[src/rtl/bcd_timer_chain_if.sv]
// Control and status bundle for the cascaded BCD timer.
// The controller (master) drives load/tick/direction; the timer (slave) returns the count and its flags.
interface bcd_timer_chain_if #(
    parameter int NUM_DIGITS = 4
);
    logic                    loadn;
    logic [4*NUM_DIGITS-1:0] data;
    logic                    tick;
    logic                    run;
    logic                    up;
    logic [4*NUM_DIGITS-1:0] count;
    logic                    zero;
    logic                    tc;
    logic                    done;

    modport master (
        output loadn,
        output data,
        output tick,
        output run,
        output up,
        input  count,
        input  zero,
        input  tc,
        input  done
    );

    modport slave (
        input  loadn,
        input  data,
        input  tick,
        input  run,
        input  up,
        output count,
        output zero,
        output tc,
        output done
    );
endinterface

[src/rtl/bcd_timer_chain.sv]
// Cascaded multi-digit BCD up/down timer with per-digit modulus, sanitised load,
// optional auto-stop at zero, and registered wrap (tc) / arrival-at-zero (done) pulses.
module bcd_timer_chain #(
    parameter int          NUM_DIGITS = 4,
    parameter logic [31:0] DIGIT_MODS = 32'h0000_6A6A,
    parameter bit          AUTO_STOP  = 1'b1
) (
    input  logic                clk,
    input  logic                clrn,
    bcd_timer_chain_if.slave    bus
);

    localparam int W = 4 * NUM_DIGITS;

    logic [W-1:0] count_q;
    logic [W-1:0] count_d;
    logic         tc_q;
    logic         tc_d;
    logic         done_q;
    logic         done_d;

    logic [W-1:0] sanitised_s;
    logic [W-1:0] stepped_s;
    logic         wrap_s;
    logic         zero_s;

    function automatic logic [3:0] mod_of(input int idx);
        mod_of = DIGIT_MODS[4*idx +: 4];
    endfunction

    // A digit at or above its modulus collapses to the largest legal value.
    function automatic logic [3:0] clamp_digit(input logic [3:0] d, input logic [3:0] m);
        if (d >= m) begin
            clamp_digit = m - 4'd1;
        end else begin
            clamp_digit = d;
        end
    endfunction

    function automatic logic is_terminal(input logic [3:0] d, input logic [3:0] m,
                                         input logic dir_up);
        if (dir_up) begin
            is_terminal = (d == (m - 4'd1));
        end else begin
            is_terminal = (d == 4'd0);
        end
    endfunction

    function automatic logic [3:0] step_digit(input logic [3:0] d, input logic [3:0] m,
                                              input logic dir_up);
        if (dir_up) begin
            if (d == (m - 4'd1)) begin
                step_digit = 4'd0;
            end else begin
                step_digit = d + 4'd1;
            end
        end else begin
            if (d == 4'd0) begin
                step_digit = m - 4'd1;
            end else begin
                step_digit = d - 4'd1;
            end
        end
    endfunction

    assign zero_s = (count_q == {W{1'b0}});

    // Load value with every digit forced into its legal range.
    always_comb begin
        sanitised_s = {W{1'b0}};
        for (int i = 0; i < NUM_DIGITS; i++) begin
            sanitised_s[4*i +: 4] = clamp_digit(bus.data[4*i +: 4], mod_of(i));
        end
    end

    // Ripple the enable through the chain: a digit steps only when all lower digits are terminal.
    always_comb begin : chain_step
        logic carry_v;
        carry_v   = 1'b1;
        stepped_s = count_q;
        for (int i = 0; i < NUM_DIGITS; i++) begin
            if (carry_v) begin
                stepped_s[4*i +: 4] = step_digit(count_q[4*i +: 4], mod_of(i), bus.up);
            end else begin
                stepped_s[4*i +: 4] = count_q[4*i +: 4];
            end
            carry_v = carry_v & is_terminal(count_q[4*i +: 4], mod_of(i), bus.up);
        end
        wrap_s = carry_v;
    end

    // Next-state selection: load beats tick, and a down tick at zero is swallowed when auto-stop is on.
    always_comb begin
        count_d = count_q;
        tc_d    = 1'b0;
        done_d  = 1'b0;
        if (!bus.loadn) begin
            count_d = sanitised_s;
        end else if (bus.tick && bus.run) begin
            if (AUTO_STOP && !bus.up && zero_s) begin
                count_d = count_q;
            end else begin
                count_d = stepped_s;
                tc_d    = wrap_s;
                done_d  = !bus.up && !zero_s && (stepped_s == {W{1'b0}});
            end
        end else begin
            count_d = count_q;
        end
    end

    // State and pulse registers.
    always_ff @(posedge clk or negedge clrn) begin
        if (!clrn) begin
            count_q <= {W{1'b0}};
            tc_q    <= 1'b0;
            done_q  <= 1'b0;
        end else begin
            count_q <= count_d;
            tc_q    <= tc_d;
            done_q  <= done_d;
        end
    end

    assign bus.count = count_q;
    assign bus.zero  = zero_s;
    assign bus.tc    = tc_q;
    assign bus.done  = done_q;

endmodule

[src/flat_wrapper.sv]
// flat-port wrapper written by rule: the top's interface ports become plain ports
module bcd_timer_chain_flat 
#(
    parameter int          NUM_DIGITS = 4,
    parameter logic [31:0] DIGIT_MODS = 32'h0000_6A6A,
    parameter bit          AUTO_STOP  = 1'b1
)
  (clk, clrn, bus_loadn, bus_data, bus_tick, bus_run, bus_up, bus_count, bus_zero, bus_tc, bus_done);
  bcd_timer_chain_if #(.NUM_DIGITS(NUM_DIGITS)) bus_i ();
  input  logic clk;
  input  logic clrn;
  input wire logic [$bits(bus_i.loadn)-1:0] bus_loadn;
  input wire logic [$bits(bus_i.data)-1:0] bus_data;
  input wire logic [$bits(bus_i.tick)-1:0] bus_tick;
  input wire logic [$bits(bus_i.run)-1:0] bus_run;
  input wire logic [$bits(bus_i.up)-1:0] bus_up;
  output wire logic [$bits(bus_i.count)-1:0] bus_count;
  output wire logic [$bits(bus_i.zero)-1:0] bus_zero;
  output wire logic [$bits(bus_i.tc)-1:0] bus_tc;
  output wire logic [$bits(bus_i.done)-1:0] bus_done;
  assign bus_i.loadn = bus_loadn;
  assign bus_i.data = bus_data;
  assign bus_i.tick = bus_tick;
  assign bus_i.run = bus_run;
  assign bus_i.up = bus_up;
  assign bus_count = bus_i.count;
  assign bus_zero = bus_i.zero;
  assign bus_tc = bus_i.tc;
  assign bus_done = bus_i.done;
  bcd_timer_chain #(.NUM_DIGITS(NUM_DIGITS), .DIGIT_MODS(DIGIT_MODS), .AUTO_STOP(AUTO_STOP)) u_core (.clk(clk), .clrn(clrn), .bus(bus_i));
endmodule
[config.mk]
export PLATFORM = sky130hd
export DESIGN_NAME = bcd_timer_chain_flat
export DESIGN_NICKNAME = d
export VERILOG_FILES = /design/src/rtl/bcd_timer_chain_if.sv /design/src/rtl/bcd_timer_chain.sv /design/src/flat_wrapper.sv
export SDC_FILE = /design/constraint.sdc
export NUM_CORES = 1
export LEC_CHECK = 0
export BUFFER_PORTS_ARGS = -buffer_cell sky130_fd_sc_hd__buf_2
export CAP_MARGIN = 20
export CELL_PAD_IN_SITES_DETAIL_PLACEMENT = 1
export CELL_PAD_IN_SITES_GLOBAL_PLACEMENT = 1
export CORE_AREA = 5 5 85 68
export CTS_BUF_LIST = sky130_fd_sc_hd__clkbuf_4 sky130_fd_sc_hd__clkbuf_8
export DETAILED_ROUTE_END_ITERATION = 16
export DIE_AREA = 0 0 90 73
export PLACE_DENSITY_LB_ADDON = 0.05
export SLEW_MARGIN = 20
export SYNTH_ARGS = -nofsm -noshare
export SYNTH_HDL_FRONTEND = slang
export SYNTH_SLANG_ARGS = --single-unit
[constraint.sdc]
create_clock -name clk -period 4.44 [get_ports clk]
set_clock_uncertainty 0.1 [all_clocks]
set_input_delay 0.888 -clock clk [delete_from_list [all_inputs] [get_ports clk]]
set_output_delay 0.888 -clock clk [all_outputs]
set_load 0.005 [all_outputs]
; Word-level counts from Yosys, hierarchy flattened
; Index checks and enable logic that the tools add are counted.
[classes]
add_sub_neg = 8
n_mul = 0
div_mod_pow = 0
order_cmp = 4
n_eq_ne = 6
shift = 0
mux = 32
bitwise_logic = 3
reduce_logical = 13
[ops]
columns = op, n
row1 = $mux W4, 19
row2 = $mux W16, 3
row3 = $logic_not A16 Y1, 2
row4 = $add A4 B1 Y4 const B, 4
row5 = $logic_not A4 Y1, 4
row6 = $sub A4 B1 Y4 const B, 4
row7 = $mux W1, 10
row8 = $eq A4 B3 Y1 const B, 2
row9 = $eq A4 B4 Y1 const B, 2
row10 = $ge A4 B3 Y1 const B, 2
row11 = $ge A4 B4 Y1 const B, 2
row12 = $logic_and A1 B1 Y1, 4
row13 = $and A1 B1 Y1, 3
row14 = $logic_not A1 Y1, 2
row15 = $ne A2 B1 Y1 const B, 1
row16 = $ne A2 B2 Y1 const B, 1
row17 = $reduce_and A2 Y1, 1
[word_totals]
regBits = 18
latch_bits = 0
ram_bits = 0
rom_bits = 0
input_bits = 22
output_inout_bits = 19
elab_cells = 69
memories = 0

; Depth between registers and ports, before layout
[logic_depth]
ltp_word = 10
depth_mapped = 8
ltp_nobuf = 6

; Worst setup path before layout
; OpenSTA, ideal clock, no wires.
[synth_timing]
path_type = input port to flip-flop
startpoint = input bus_up
endpoint = register u_core.done_q, in the netlist u_core.bus.done
arrival_ps = 2176
t_required_ps = 4229
slack_ps = 2053
path_stages = 7
cell_sequence = buf_6 -> nor3_2 -> o21a_1 -> nand2_4 -> o32ai_2 -> a22oi_1 -> a2111oi_2
[synth_between]
elab_chain_len = 9
word_cells_on_any_way = 20
cone_classes = mux (13) / bitwise (2) / reduce/logical (5)
[synth_rtl]
columns = element, line_no
row1 = start: declaration, flat_wrapper.sv:16  ; input wire logic [$bits(bus_i.up)-1:0] bus_up;
row2 = $mux W1, bcd_timer_chain.sv:42  ; if (dir_up) begin
row3 = $and A1 B1 Y1 (2 in series), bcd_timer_chain.sv:87  ; carry_v = carry_v & is_terminal(count_q[4*i +: 4], mod_of(i), bus.up);
row4 = $mux W4, bcd_timer_chain.sv:82  ; if (carry_v) begin
row5 = $logic_not A16 Y1, bcd_timer_chain.sv:105  ; done_d = !bus.up && !zero_s && (stepped_s == {W{1'b0}});
row6 = $logic_and A1 B1 Y1, bcd_timer_chain.sv:105
row7 = $mux W1 *, bcd_timer_chain.sv:100  ; if (AUTO_STOP && !bus.up && zero_s) begin
row8 = $mux W1 *, bcd_timer_chain.sv:99  ; end else if (bus.tick && bus.run) begin
row9 = $mux W1 *, bcd_timer_chain.sv:97  ; if (!bus.loadn) begin
row10 = net u_core.done_d, bcd_timer_chain.sv:20  ; logic done_d;
row11 = end signal: assignment, bcd_timer_chain.sv:121  ; done_q <= done_d;
row12 = end: declaration, bcd_timer_chain.sv:19  ; logic done_q;
; Mark *: on every way through the listed nets, which the timed path passes. The rest lies on a longest branch.
; A chain may end at the register's enable or synchronous reset.

; Worst setup path in the final report
; Same ends and word-level chain as after synthesis.

==> run_results.csv <==
group,metric,value,unit
power,pwr-share-comb,31.4,%
worst_setup_path,critical_path.slowest_cell,"buf_2",
worst_setup_path,worst-path-buf-inv,1,
floorplanning,fp.dieW,90,um
sta,fmax,0.344,GHz
layout,drive_gt1_share,22.6,%
grt,gr-total-overflow,0,
sta,maxSlewViolCount,0,
floorplanning,die_h,73,um
clocking,cts_hold_buf,0,
power,power_leakage,0.818,nW
clocking,cts.htree.levels,1,
drt,post-route-drc-count,0,
synthesis,ys.flop_type,"dfrtp_1",
sta,layout_worst_path_cycle_share,65.5,%
grt,grt_pass1_wl,10.5,mm
floorplanning,ios,41,
power,powerDensity,264,nW/um^2
synthesis,ys_seq_area_share,24.2,%
worst_setup_path,cp-start-kind,"input pin",
drt,wl_per_cell,19.0,um
clocking,cts_buffers,3,
worst_setup_path,timing.rr.start,"u_core.bus.count[10]$_DFFE_PN0P_",
sta,worst_pin_slew,0.712,ns
clocking,cts.sinks,18,
grt,first_global_vias,1959,
worst_setup_path,reg2reg_to,"u_core.bus.done$_DFF_PN0_",
synthesis,syn_area,1860,um^2
layout,nets,289,
worst_setup_path,worstPathRequired,4.50,ns
synthesis,syn_nets,267,
drt,firstDrtPassIters,4,
worst_setup_path,critPathLaunch,"bus_up",
grt,grt_max_degree,41,
layout,diodes,0,
worst_setup_path,path_max_fanout,40,
floorplanning,dieArea,6570,um^2
synthesis,ys_types,63,
hold_path,min_path_type,"in2async",
clocking,cts_tree,"done",
place,io_buffers,40,
layout,nFillCells,647,
worst_setup_path,crit_cells,7,
clocking,clock_latency,0.26,ns
worst_setup_path,crit_path_cell_trace,"buf_2 > and3_1 > o21a_1 > nand2_4 > o21ai_0 > o211ai_1 > a2111oi_2",
synthesis,syn_inst,245,
drt,antenna_left,0,
power,intPower,0.000328,W
synthesis,ys_seq_elements,18,
floorplanning,num_rows,23,
drt,wl,6.24,mm
worst_setup_path,cp_data_arrival_time,2.97,ns
clocking,post_cts_resized,0,
power,p_sw_share,39.7,%
worst_setup_path,crit_type,"in2reg",
worst_setup_path,reg2reg_depth,6,
place,hpwl,4.55,mm
sta,fin_crit,2.91,ns
synthesis,synth_edf_count,0,
floorplanning,start_util,37.3,%
synthesis,synth-async-reset-ratio,100,%
job,maxCapViolCount,0,
worst_setup_path,r2r_setup_slack,2.02,ns
clocking,cts_max_path_buffers,2,
sta,relSlewSlack,52.6,%
grt,grt.total_usage,19.5,%
worst_setup_path,crit_family,"compound AO/OA/AOI/OAI gates",
place,place_congestion,0.812,
synthesis,yosys_warnings,0,
outcome,outcome,"finished clean",
clocking,cts-root-buf,"clkbuf_8",
drt,viasPerCell,6.08,
floorplanning,core,4980,um^2
synthesis,postSynthAreaPerCell,7.58,um^2
power,power_frac_seq,41.7,%
sta,rsz0062_at_grt,"no",
clocking,clk_pin_slew,0.08,ns
worst_setup_path,crit_path_max_incr_delay,0.55,ns
power,p_clk_share,26.9,%
layout,syn_to_final_growth,10.6,%
sta,setup_violations,0,
power,peakVddDrop,0.196,mV
worst_setup_path,critPathCapture,"u_core.bus.done$_DFF_PN0_",
worst_setup_path,cp-end-kind,"flop",
grt,antenna_found_initial,0,
power,switchingPower,0.000215,W
power,power,0.000543,W
sta,tns,0,ns
clocking,postCtsSetupBuffers,0,
drt,drt_iter0_drc,126,
drt,route.vias.total,1993,
sta,final_hold_viol_count,0,
==> per-layer routing <==
layer	vias to the layer above	GRT usage [%]	wire [um]
met2	47	28.6	2640
met5	-	0	0
li1	969	-	-
met3	4	3.61	296
met4	0	3.80	53
met1	973	29.6	3250
==> cells by family (layout without fill, tap and decap cells) <==
group | after synthesis | count (layout) | synth area share (%)
adders and majority gates | 1 | 1 | 0.539
and+or+nand+nor | 103 | 103 | 30.0
xor gates and xnor gates | 6 | 6 | 2.83
AOI/OAI and AO/OA | 82 | 82 | 31.7
DFF | 18 | 18 | 24.2
buffers and inverters | 32 | 53 | 9.16
muxes | 3 | 3 | 1.62
==> Yosys cell counts (2+ instances only) <==
cell        n  area (um^2)
a2111oi_0   3         26.3
a211oi_1    3         22.5
a21o_1      2         15.0
a21oi_1    10         50.1
a221oi_1    2         17.5
a22o_1      3         26.3
a22oi_1     5         37.5
a31oi_1     7         43.8
and3_1      4         25.0
buf_2       7         35.0
buf_6       5         56.3
clkbuf_1   10         37.5
dfrtp_1    18          450
inv_1       8         30.0
mux2i_1     3         30.0
nand2_1    22         82.6
nand2b_1    2         12.5
nand3_1    11         55.1
nand4_1     8         50.1
nor2_1     22         82.6
nor2b_1     4         25.0
nor3_1      9         45.0
nor3_2      3         30.0
nor4_1      3         18.8
o211ai_1    3         22.5
o21ai_0    18         90.1
o21ai_1     2         10.0
o22ai_1     5         31.3
o2bb2ai_1   2         17.5
o31ai_1     2         15.0
or3_1       3         18.8
xnor2_1     5         43.8
==> power groups by stage <==
stage,combinational (W),sequential (W),clock (W)
floorplan,0.000153,0.000192,0
global placement,0.000170,0.000229,0
detailed placement,0.000171,0.000229,0
CTS,0.000172,0.000226,0.000149
global route,0.000192,0.000232,0.000155
finish,0.000171,0.000226,0.000146
==> worst min-delay path by stage <==
stage	start	end	slack, ns
CTS	clrn	u_core.bus.count[9]$_DFFE_PN0P_	0.48
global route	clrn	u_core.bus.count[9]$_DFFE_PN0P_	0.50
finish	clrn	u_core.bus.count[12]$_DFFE_PN0P_	0.46
global placement	u_core.bus.count[13]$_DFFE_PN0P_	u_core.bus.tc$_DFF_PN0_	0.53
floorplan	u_core.bus.count[13]$_DFFE_PN0P_	u_core.bus.tc$_DFF_PN0_	0.45
detailed placement	u_core.bus.count[13]$_DFFE_PN0P_	u_core.bus.tc$_DFF_PN0_	0.54
==> through the flow <==
stage	std cells	hold WS, ns	util, %	area (um^2)	worst slack [ns]
3_5_place_dp	324	0.540	40.2	2000	1.28
2_1_floorplan	245	0.450	-	1860	2.05
4_1_cts	328	0.475	41.3	2050	1.56
6_report	328	0.463	41.3	2050	1.53
5_1_grt	328	0.496	41.3	2050	1.27
3_3_place_gp	324	0.527	40.2	2000	1.36
==> worst register-to-register path, delay by kind of cell, from the launching register on <==
family,cells,cell delay [ns]
AO/OA/AOI/OAI,4,1.04
flip-flops,1,0.57
AND/OR/NAND/NOR,2,0.62
==> area by class of cell <==
class | instances | area (um^2) | area share (%)
Inverter | 9 | 33.8 | 1.64
Sequential cell | 18 | 450 | 21.9
Timing Repair Buffer | 40 | 200 | 9.74
Multi-Input combinational cell | 195 | 1240 | 60.2
Clock buffer | 4 | 55.1 | 2.68
Tap cell | 62 | 77.6 | 3.78
==> state kept, by name, indices dropped and copies added (netlist names) <==
| register | flops |
|---|---|
| u_core.bus.tc | 1 |
| u_core.bus.count | 16 |
| u_core.bus.done | 1 |
==> cell usage in the layout (no fill, tap or decap), drive strengths merged, types with 4 or more instances in the layout <==
cell      n
nand2    24
a21oi    10
clkbuf    4
a22oi     5
nor3     12
nand3    11
o22ai     5
a31oi     7
inv       9
dfrtp    18
xnor2     5
nor4      4
nor2     24
a2111oi   4
nand4     8
buf      40
o21ai    20
nor2b     4
o211ai    4
and3      5
Note: power is estimated with default switching activity, not from simulation.
